$ cat config.mk
export PLATFORM = sky130hd
export DESIGN_NAME = led_pattern_engine
export DESIGN_NICKNAME = d
export VERILOG_FILES = /design/src/rtl/led_pkg.sv /design/src/rtl/led_tick_gen.sv /design/src/rtl/led_pattern_engine.sv
export SDC_FILE = /design/constraint.sdc
export NUM_CORES = 1
export LEC_CHECK = 0
export CAP_MARGIN = 20
export CORE_ASPECT_RATIO = 1.4
export CORE_MARGIN = 1.5
export CORE_UTILIZATION = 50
export CTS_BUF_LIST = sky130_fd_sc_hd__clkbuf_16
export CTS_CLUSTER_SIZE = 14
export DETAILED_ROUTE_END_ITERATION = 16
export PLACE_DENSITY = 0.73
export SLEW_MARGIN = 10
export SYNTH_ARGS = -nofsm -noshare
export SYNTH_HDL_FRONTEND = slang
export SYNTH_SLANG_ARGS = --single-unit
$ cat constraint.sdc
create_clock -name CLK100MHZ -period 2.7 [get_ports CLK100MHZ]
set_input_delay 0.54 -clock CLK100MHZ [delete_from_list [all_inputs] [get_ports CLK100MHZ]]
set_output_delay 0.54 -clock CLK100MHZ [all_outputs]
set_load 0.02 [all_outputs]
$ cat src/rtl/led_pkg.sv
// Shared encodings and helpers for the LED pattern engine.
// Latency: n/a (types, constants and pure functions only).
// Backpressure: n/a.
package led_pkg;

    // Pattern selection as presented on the mode input.
    typedef enum logic [1:0] {
        MODE_ROTATE = 2'b00,
        MODE_BOUNCE = 2'b01,
        MODE_FILL   = 2'b10,
        MODE_BLINK  = 2'b11
    } mode_t;

    // Travel direction of the single lit bit in bounce mode.
    typedef enum logic {
        BDIR_UP   = 1'b0,
        BDIR_DOWN = 1'b1
    } bdir_t;

    // Half of the fill/drain cycle currently in progress.
    typedef enum logic {
        PHASE_FILL  = 1'b0,
        PHASE_DRAIN = 1'b1
    } phase_t;

    // Widest LED vector any instance may use; callers truncate to N_LED.
    localparam int LED_MAX = 32;

    // Pattern loaded on a mode change; also the value whose recurrence
    // after a step marks the end of one pattern period.
    function automatic logic [LED_MAX-1:0] init_pattern(input mode_t m);
        logic [LED_MAX-1:0] p;
        p = '0;
        case (m)
            MODE_ROTATE: p = LED_MAX'(1);
            MODE_BOUNCE: p = LED_MAX'(1);
            MODE_FILL:   p = '0;
            MODE_BLINK:  p = '0;
            default:     p = '0;
        endcase
        return p;
    endfunction

endpackage

$ cat src/rtl/led_tick_gen.sv
// Step-rate divider: one-cycle tick every (TICK_BASE >> speed) running cycles.
// Latency: tick is combinational from the counter register; speed changes act at once.
// Backpressure: run_i=0 freezes the count; clr_i restarts it from zero.
module led_tick_gen
    import led_pkg::*;
#(
    parameter int TICK_BASE = 25_000_000
) (
    input  logic       clk_i,
    input  logic       rst_i,
    input  logic       run_i,
    input  logic       clr_i,
    input  logic [1:0] speed_i,
    output logic       tick_o
);

    localparam int CW = $clog2(TICK_BASE);

    logic [CW-1:0] cnt_q, cnt_d;
    logic [31:0]   limit;
    logic          at_limit;

    // Terminal count for the selected speed. The compare is ">=" so that a
    // switch to a shorter period fires straight away instead of counting
    // all the way round the counter.
    always_comb begin
        limit    = (32'(TICK_BASE) >> speed_i) - 32'd1;
        at_limit = (32'(cnt_q) >= limit);
        tick_o   = run_i && at_limit;
    end

    // Next count: clear wins, otherwise advance or wrap only while running.
    always_comb begin
        cnt_d = cnt_q;
        if (clr_i) begin
            cnt_d = '0;
        end else if (run_i) begin
            if (at_limit) begin
                cnt_d = '0;
            end else begin
                cnt_d = cnt_q + CW'(1);
            end
        end
    end

    // Counter register.
    always_ff @(posedge clk_i) begin
        if (rst_i) begin
            cnt_q <= '0;
        end else begin
            cnt_q <= cnt_d;
        end
    end

endmodule

$ cat src/rtl/led_pattern_engine.sv
// LED pattern generator: rotate, bounce, fill/drain and blink at four speeds.
// Latency: LED and wrap are registered; a step lands one cycle after its tick.
// Backpressure: none; run=0 pauses the pattern and step timer in place.
module led_pattern_engine
    import led_pkg::*;
#(
    parameter int N_LED     = 16,
    parameter int TICK_BASE = 25_000_000
) (
    input  logic             CLK100MHZ,
    input  logic             CPU_RESET,
    input  logic             run,
    input  logic [1:0]       mode,
    input  logic             dir,
    input  logic [1:0]       speed,
    output logic [N_LED-1:0] LED,
    output logic             wrap
);

    mode_t            mode_q, mode_d;
    logic [N_LED-1:0] led_q, led_d;
    bdir_t            bdir_q, bdir_d;
    phase_t           phase_q, phase_d;
    logic             wrap_q, wrap_d;

    logic             tick;
    logic             mode_chg;
    logic [N_LED-1:0] step_led;
    bdir_t            step_bdir;
    phase_t           step_phase;
    logic [N_LED-1:0] reload_led;
    logic [N_LED-1:0] home_led;

    // A mode change restarts the step timer so the new pattern gets a full
    // first period.
    led_tick_gen #(
        .TICK_BASE (TICK_BASE)
    ) u_tick_gen (
        .clk_i   (CLK100MHZ),
        .rst_i   (CPU_RESET),
        .run_i   (run),
        .clr_i   (mode_chg),
        .speed_i (speed),
        .tick_o  (tick)
    );

    // Detect a mode request and look up the reload / period-start patterns.
    always_comb begin
        mode_chg   = (mode != mode_q);
        reload_led = N_LED'(init_pattern(mode_t'(mode)));
        home_led   = N_LED'(init_pattern(mode_q));
    end

    // Result of one step in the current mode, plus any direction/phase flip
    // caused by reaching an end of the bar.
    always_comb begin
        step_led   = led_q;
        step_bdir  = bdir_q;
        step_phase = phase_q;
        case (mode_q)
            MODE_ROTATE: begin
                if (dir) begin
                    step_led = {led_q[0], led_q[N_LED-1:1]};
                end else begin
                    step_led = {led_q[N_LED-2:0], led_q[N_LED-1]};
                end
            end
            MODE_BOUNCE: begin
                if (bdir_q == BDIR_UP) begin
                    step_led = led_q << 1;
                    if (step_led[N_LED-1]) begin
                        step_bdir = BDIR_DOWN;
                    end
                end else begin
                    step_led = led_q >> 1;
                    if (step_led[0]) begin
                        step_bdir = BDIR_UP;
                    end
                end
            end
            MODE_FILL: begin
                if (phase_q == PHASE_FILL) begin
                    step_led = {led_q[N_LED-2:0], 1'b1};
                    if (&step_led) begin
                        step_phase = PHASE_DRAIN;
                    end
                end else begin
                    step_led = {led_q[N_LED-2:0], 1'b0};
                    if (~|step_led) begin
                        step_phase = PHASE_FILL;
                    end
                end
            end
            MODE_BLINK: begin
                step_led = (~|led_q) ? {N_LED{1'b1}} : {N_LED{1'b0}};
            end
            default: begin
                step_led = led_q;
            end
        endcase
    end

    // Next state: a mode change reloads and suppresses the step; otherwise
    // a tick commits the step. wrap flags a step that lands back on the
    // period-start pattern, never a reload.
    always_comb begin
        mode_d  = mode_q;
        led_d   = led_q;
        bdir_d  = bdir_q;
        phase_d = phase_q;
        wrap_d  = 1'b0;
        if (mode_chg) begin
            mode_d  = mode_t'(mode);
            led_d   = reload_led;
            bdir_d  = BDIR_UP;
            phase_d = PHASE_FILL;
        end else if (tick) begin
            led_d   = step_led;
            bdir_d  = step_bdir;
            phase_d = step_phase;
            wrap_d  = (step_led == home_led);
        end
    end

    // State registers; reset comes up in rotate mode showing bit 0.
    always_ff @(posedge CLK100MHZ) begin
        if (CPU_RESET) begin
            mode_q  <= MODE_ROTATE;
            led_q   <= N_LED'(1);
            bdir_q  <= BDIR_UP;
            phase_q <= PHASE_FILL;
            wrap_q  <= 1'b0;
        end else begin
            mode_q  <= mode_d;
            led_q   <= led_d;
            bdir_q  <= bdir_d;
            phase_q <= phase_d;
            wrap_q  <= wrap_d;
        end
    end

    assign LED  = led_q;
    assign wrap = wrap_q;

endmodule

==> results by group, run 1 <==
Finish
  • Diode count: 0
  • Commonest cells after routing, fill and taps aside: 49 x buf_4, 46 x dfxtp_1, 27 x nor2_1, 24 x nand2_1, 22 x clkdlybuf4s50_1
  • Non-filler cells, final: 502
  • Most common cell after layout, fill and taps aside: buf_4
  • Area grow syn2layout: 45.1%
  • Fillers: 401
  • Final nets: 461
  • Layout cells sized above 1: 0.308
  • Final instance area: between 0.004 and 0.005 mm2

Global route
  • Antenna violations before repair: 0
  • GRT overflow: 0
  • Vias in the first global route: 3122
  • First-pass GRT wire length: between 10 and 15 mm
  • Pin count of the biggest net entering global routing: 25
  • Tot GR Track Use: 0.298

Clock network
  • Clock Pin Slew Worst Setup and Hold Paths: 0.07 ns
  • Clock sinks: 46
  • Clock Tree Buf Depth: 2
  • CTS tree: done
  • Htree depth: 2
  • Num CTS Buffers: 5
  • Skew-Pair Late Insertion Delay: 0.29 ns
  • Root buffer cell: clkbuf_16

Timing
  • RSZ-0062 raised after global routing: true
  • Slew @ Worst Pin: 0.919 ns
  • Final slew viol count: 0
  • Final period util: 1.02
  • Worst slew margin: 0.383
  • Fmax: ~360 MHz
  • Min Clock Period, post-route: 2.75 ns
  • Hold Vio Cnt, Final: 0
  • Clk_skew: 0.00786 ns
  • Worst setup slack after layout: -0.0465 ns
  • # setup viols final: 3

Place
  • RePlAce Congestion: 0.937
  • Placed Cells incl. Taps: 478
  • Port buffer count: 24
  • Dpl cell area: 0.00363 mm2
  • Final HPWL DP: 5.61 mm

Detailed routing
  • Antenna viol nets, final: 0
  • DR WL/cell: 19.0 um
  • Avg Vias per Cell: 6.22
  • WL final: 9.55 mm
  • Via Count: around 3100
  • Drc violations: 0
  • Iter 0 DRT Violations: approximately 370
  • Drt pass-1 iters: 5

Yosys
  • Sequential fraction of the synthesis area: 0.306
  • Synth Flop Type: dfxtp_1
  • Post-Syn Area: 0.00301 mm2
  • Synth Area per Inst: roughly 8.5 um2
  • Post-synth cell types: between 50 and 60
  • Mapped Cells: 354
  • FFs w/ async S/R, synth: 0
  • Synthesized flop and latch total: 46
  • Syn. warnings: 0
  • Post-synth EDFFs: 0

Critical path
  • FF-to-FF setup slack: 0.07 ns
  • WP data required: roughly 2.9 ns
  • CP Capture Type: register
  • WP data arrival: 2.97 ns
  • Critical path type: primary input to register
  • Crit Path Max Fanout: 6
  • Setup crit start kind: primary input

Power and ir drop
  • Net Sw Power: 404 uW
  • Power per cell area: 376 mW/mm2
  • Final total power: 1640 uW
  • LEAKAGE: 0.00172 uW
  • Cell-internal power: 1230 uW
  • Net Sw Frac: 0.246
  • Combinational power share: 0.155
  • Clk network pwr share: 0.426
  • Seq pwr share: 0.419
  • Max VDD drop: 0.294 mV

Die
  • Core area: 0.00582 mm2
  • # IOs: 25
  • Die Wd: about 70 um
  • Die ar.: 0.00650 mm2
  • Initial Util: 0.517
  • Die Ht: 94.8 um
  • Placement row count: 33

Flow run
  • Maxcap violations: 0

Status
  • Status: finished with violations
  • Failing checks: setup timing

Min path
  • Path category of the worst min-delay check: register to register
-- worst max-delay path, cell delays in order --
cell and delay [ns]:
buf_12 0.09, inv_8 0.03, buf_6 0.11, buf_6 0.11, nand2_4 0.07, ha_4 0.20
a211o_1 0.30, a221oi_2 0.27, nor3_2 0.08, o31ai_2 0.25, a21bo_2 0.26, buf_6 0.14
buf_16 0.13, mux2_4 0.30, nor2_2 0.09
-- area by class of cell --
class / count / area [um2] / area share
Sequential cell: 46 / 921 / 0.211
Tap cell: 70 / 87.6 / 0.0201
Inverter: 19 / 81.3 / 0.0186
Clock buffer: 5 / 125 / 0.0287
Clock inverter: 3 / 41.3 / 0.00946
Multi-Input combinational cell: 273 / 2260 / 0.518
Timing Repair Buffer: 86 / 848 / 0.194
-- stage by stage --
stage / util / worst slack, ns / hold WS, ns / TNS, ns
6_report: 0.750 / -0.0465 / 0.531 / -0.104
5_1_grt: 0.750 / -0.0866 / 0.548 / -1.14
4_1_cts: 0.708 / -0.0651 / 0.508 / -0.528
3_5_place_dp: 0.623 / -0.679 / 0.494 / -26.72
3_3_place_gp: 0.623 / -0.568 / 0.478 / -22.31
2_1_floorplan: - / 0.0147 / 0.451 / 0
-- flip-flops by register name, indices dropped and copies added (netlist names) --
register / cells
wrap: 1
bdir_q: 1
mode_q: 2
u_tick_gen.cnt_q: 25
LED: 16
phase_q: 1
-- logic make-up after synthesis --
family,synth area share
and+or+nand+nor,0.218
AOI/OAI and AO/OA,0.156
DFF,0.306
buffers and inverters,0.0557
xor gates and xnor gates,0.0786
muxes,0.0932
adders and majority gates,0.0915
other,0.00125
-- power groups by stage --
stage	clock (uW)	combinational, uW	sequential (uW)
after floorplan	0	108	704
after global placement	0	186	702
after detailed placement	0	190	702
after CTS	712	209	687
after global routing	737	271	687
final	698	254	687
-- final timing paths --
path                                     startpoint  cells after the start  endpoint
worst max-delay path                       speed[0]                     15    LED[2]
worst min-delay path                        phase_q                      2   phase_q
worst max register to register  u_tick_gen.cnt_q[5]                     10    LED[2]
worst min register to register              phase_q                      2   phase_q
-- per-layer routing --
metal  vias up  GRT usage  share of wire
met1      1484      0.326           0.36
met3        61     0.0465          0.049
met5         -          0              0
met2       141      0.506           0.52
li1       1434          -              -
met4         0      0.208          0.071
-- Yosys cell counts (2+ instances only) --
cell       n  area share
nand4_1   14       0.029
dfxtp_1   46        0.31
or4_1      2      0.0050
or3_1      2      0.0042
a21oi_1   11       0.018
buf_2      8       0.013
a22o_1     8       0.023
buf_4      4       0.010
inv_1     19       0.024
nor2b_1    4      0.0083
and3_1     3      0.0062
mux2i_1   19       0.063
nor2_1    51       0.064
nand2_1   28       0.035
nand2b_1   2      0.0042
nand3_1    8       0.013
mux2_2     8       0.030
ha_1      22       0.092
a22oi_1   18       0.045
a211o_1    3      0.0087
nor4_1     7       0.015
clkbuf_1   4      0.0050
xnor2_1   13       0.038
o22ai_1    4      0.0083
nor3_1     2      0.0033
a21o_1     2      0.0050
xor2_1    14       0.041
-- repair_timing --
action,4_1_cts,5_1_grt
pin swaps,23,43
cloned,3,3
buffers inserted,12,2
endpoints found under the setup margin,43,43
resized for setup,47,57
hold buffers,0,0
(Power assumes the default switching activity.)
==> run 2: changes to the inputs <==
--- a/config.mk
+++ b/config.mk
@@ -12,6 +12,7 @@
 export CTS_BUF_LIST = sky130_fd_sc_hd__clkbuf_16
 export CTS_CLUSTER_SIZE = 14
 export DETAILED_ROUTE_END_ITERATION = 16
+export HOLD_SLACK_MARGIN = 0.08
 export PLACE_DENSITY = 0.73
 export SLEW_MARGIN = 10
 export SYNTH_ARGS = -nofsm -noshare
==> results of run 2 <==
No change in the layout: final DEF, timing and power equal those of run 1.
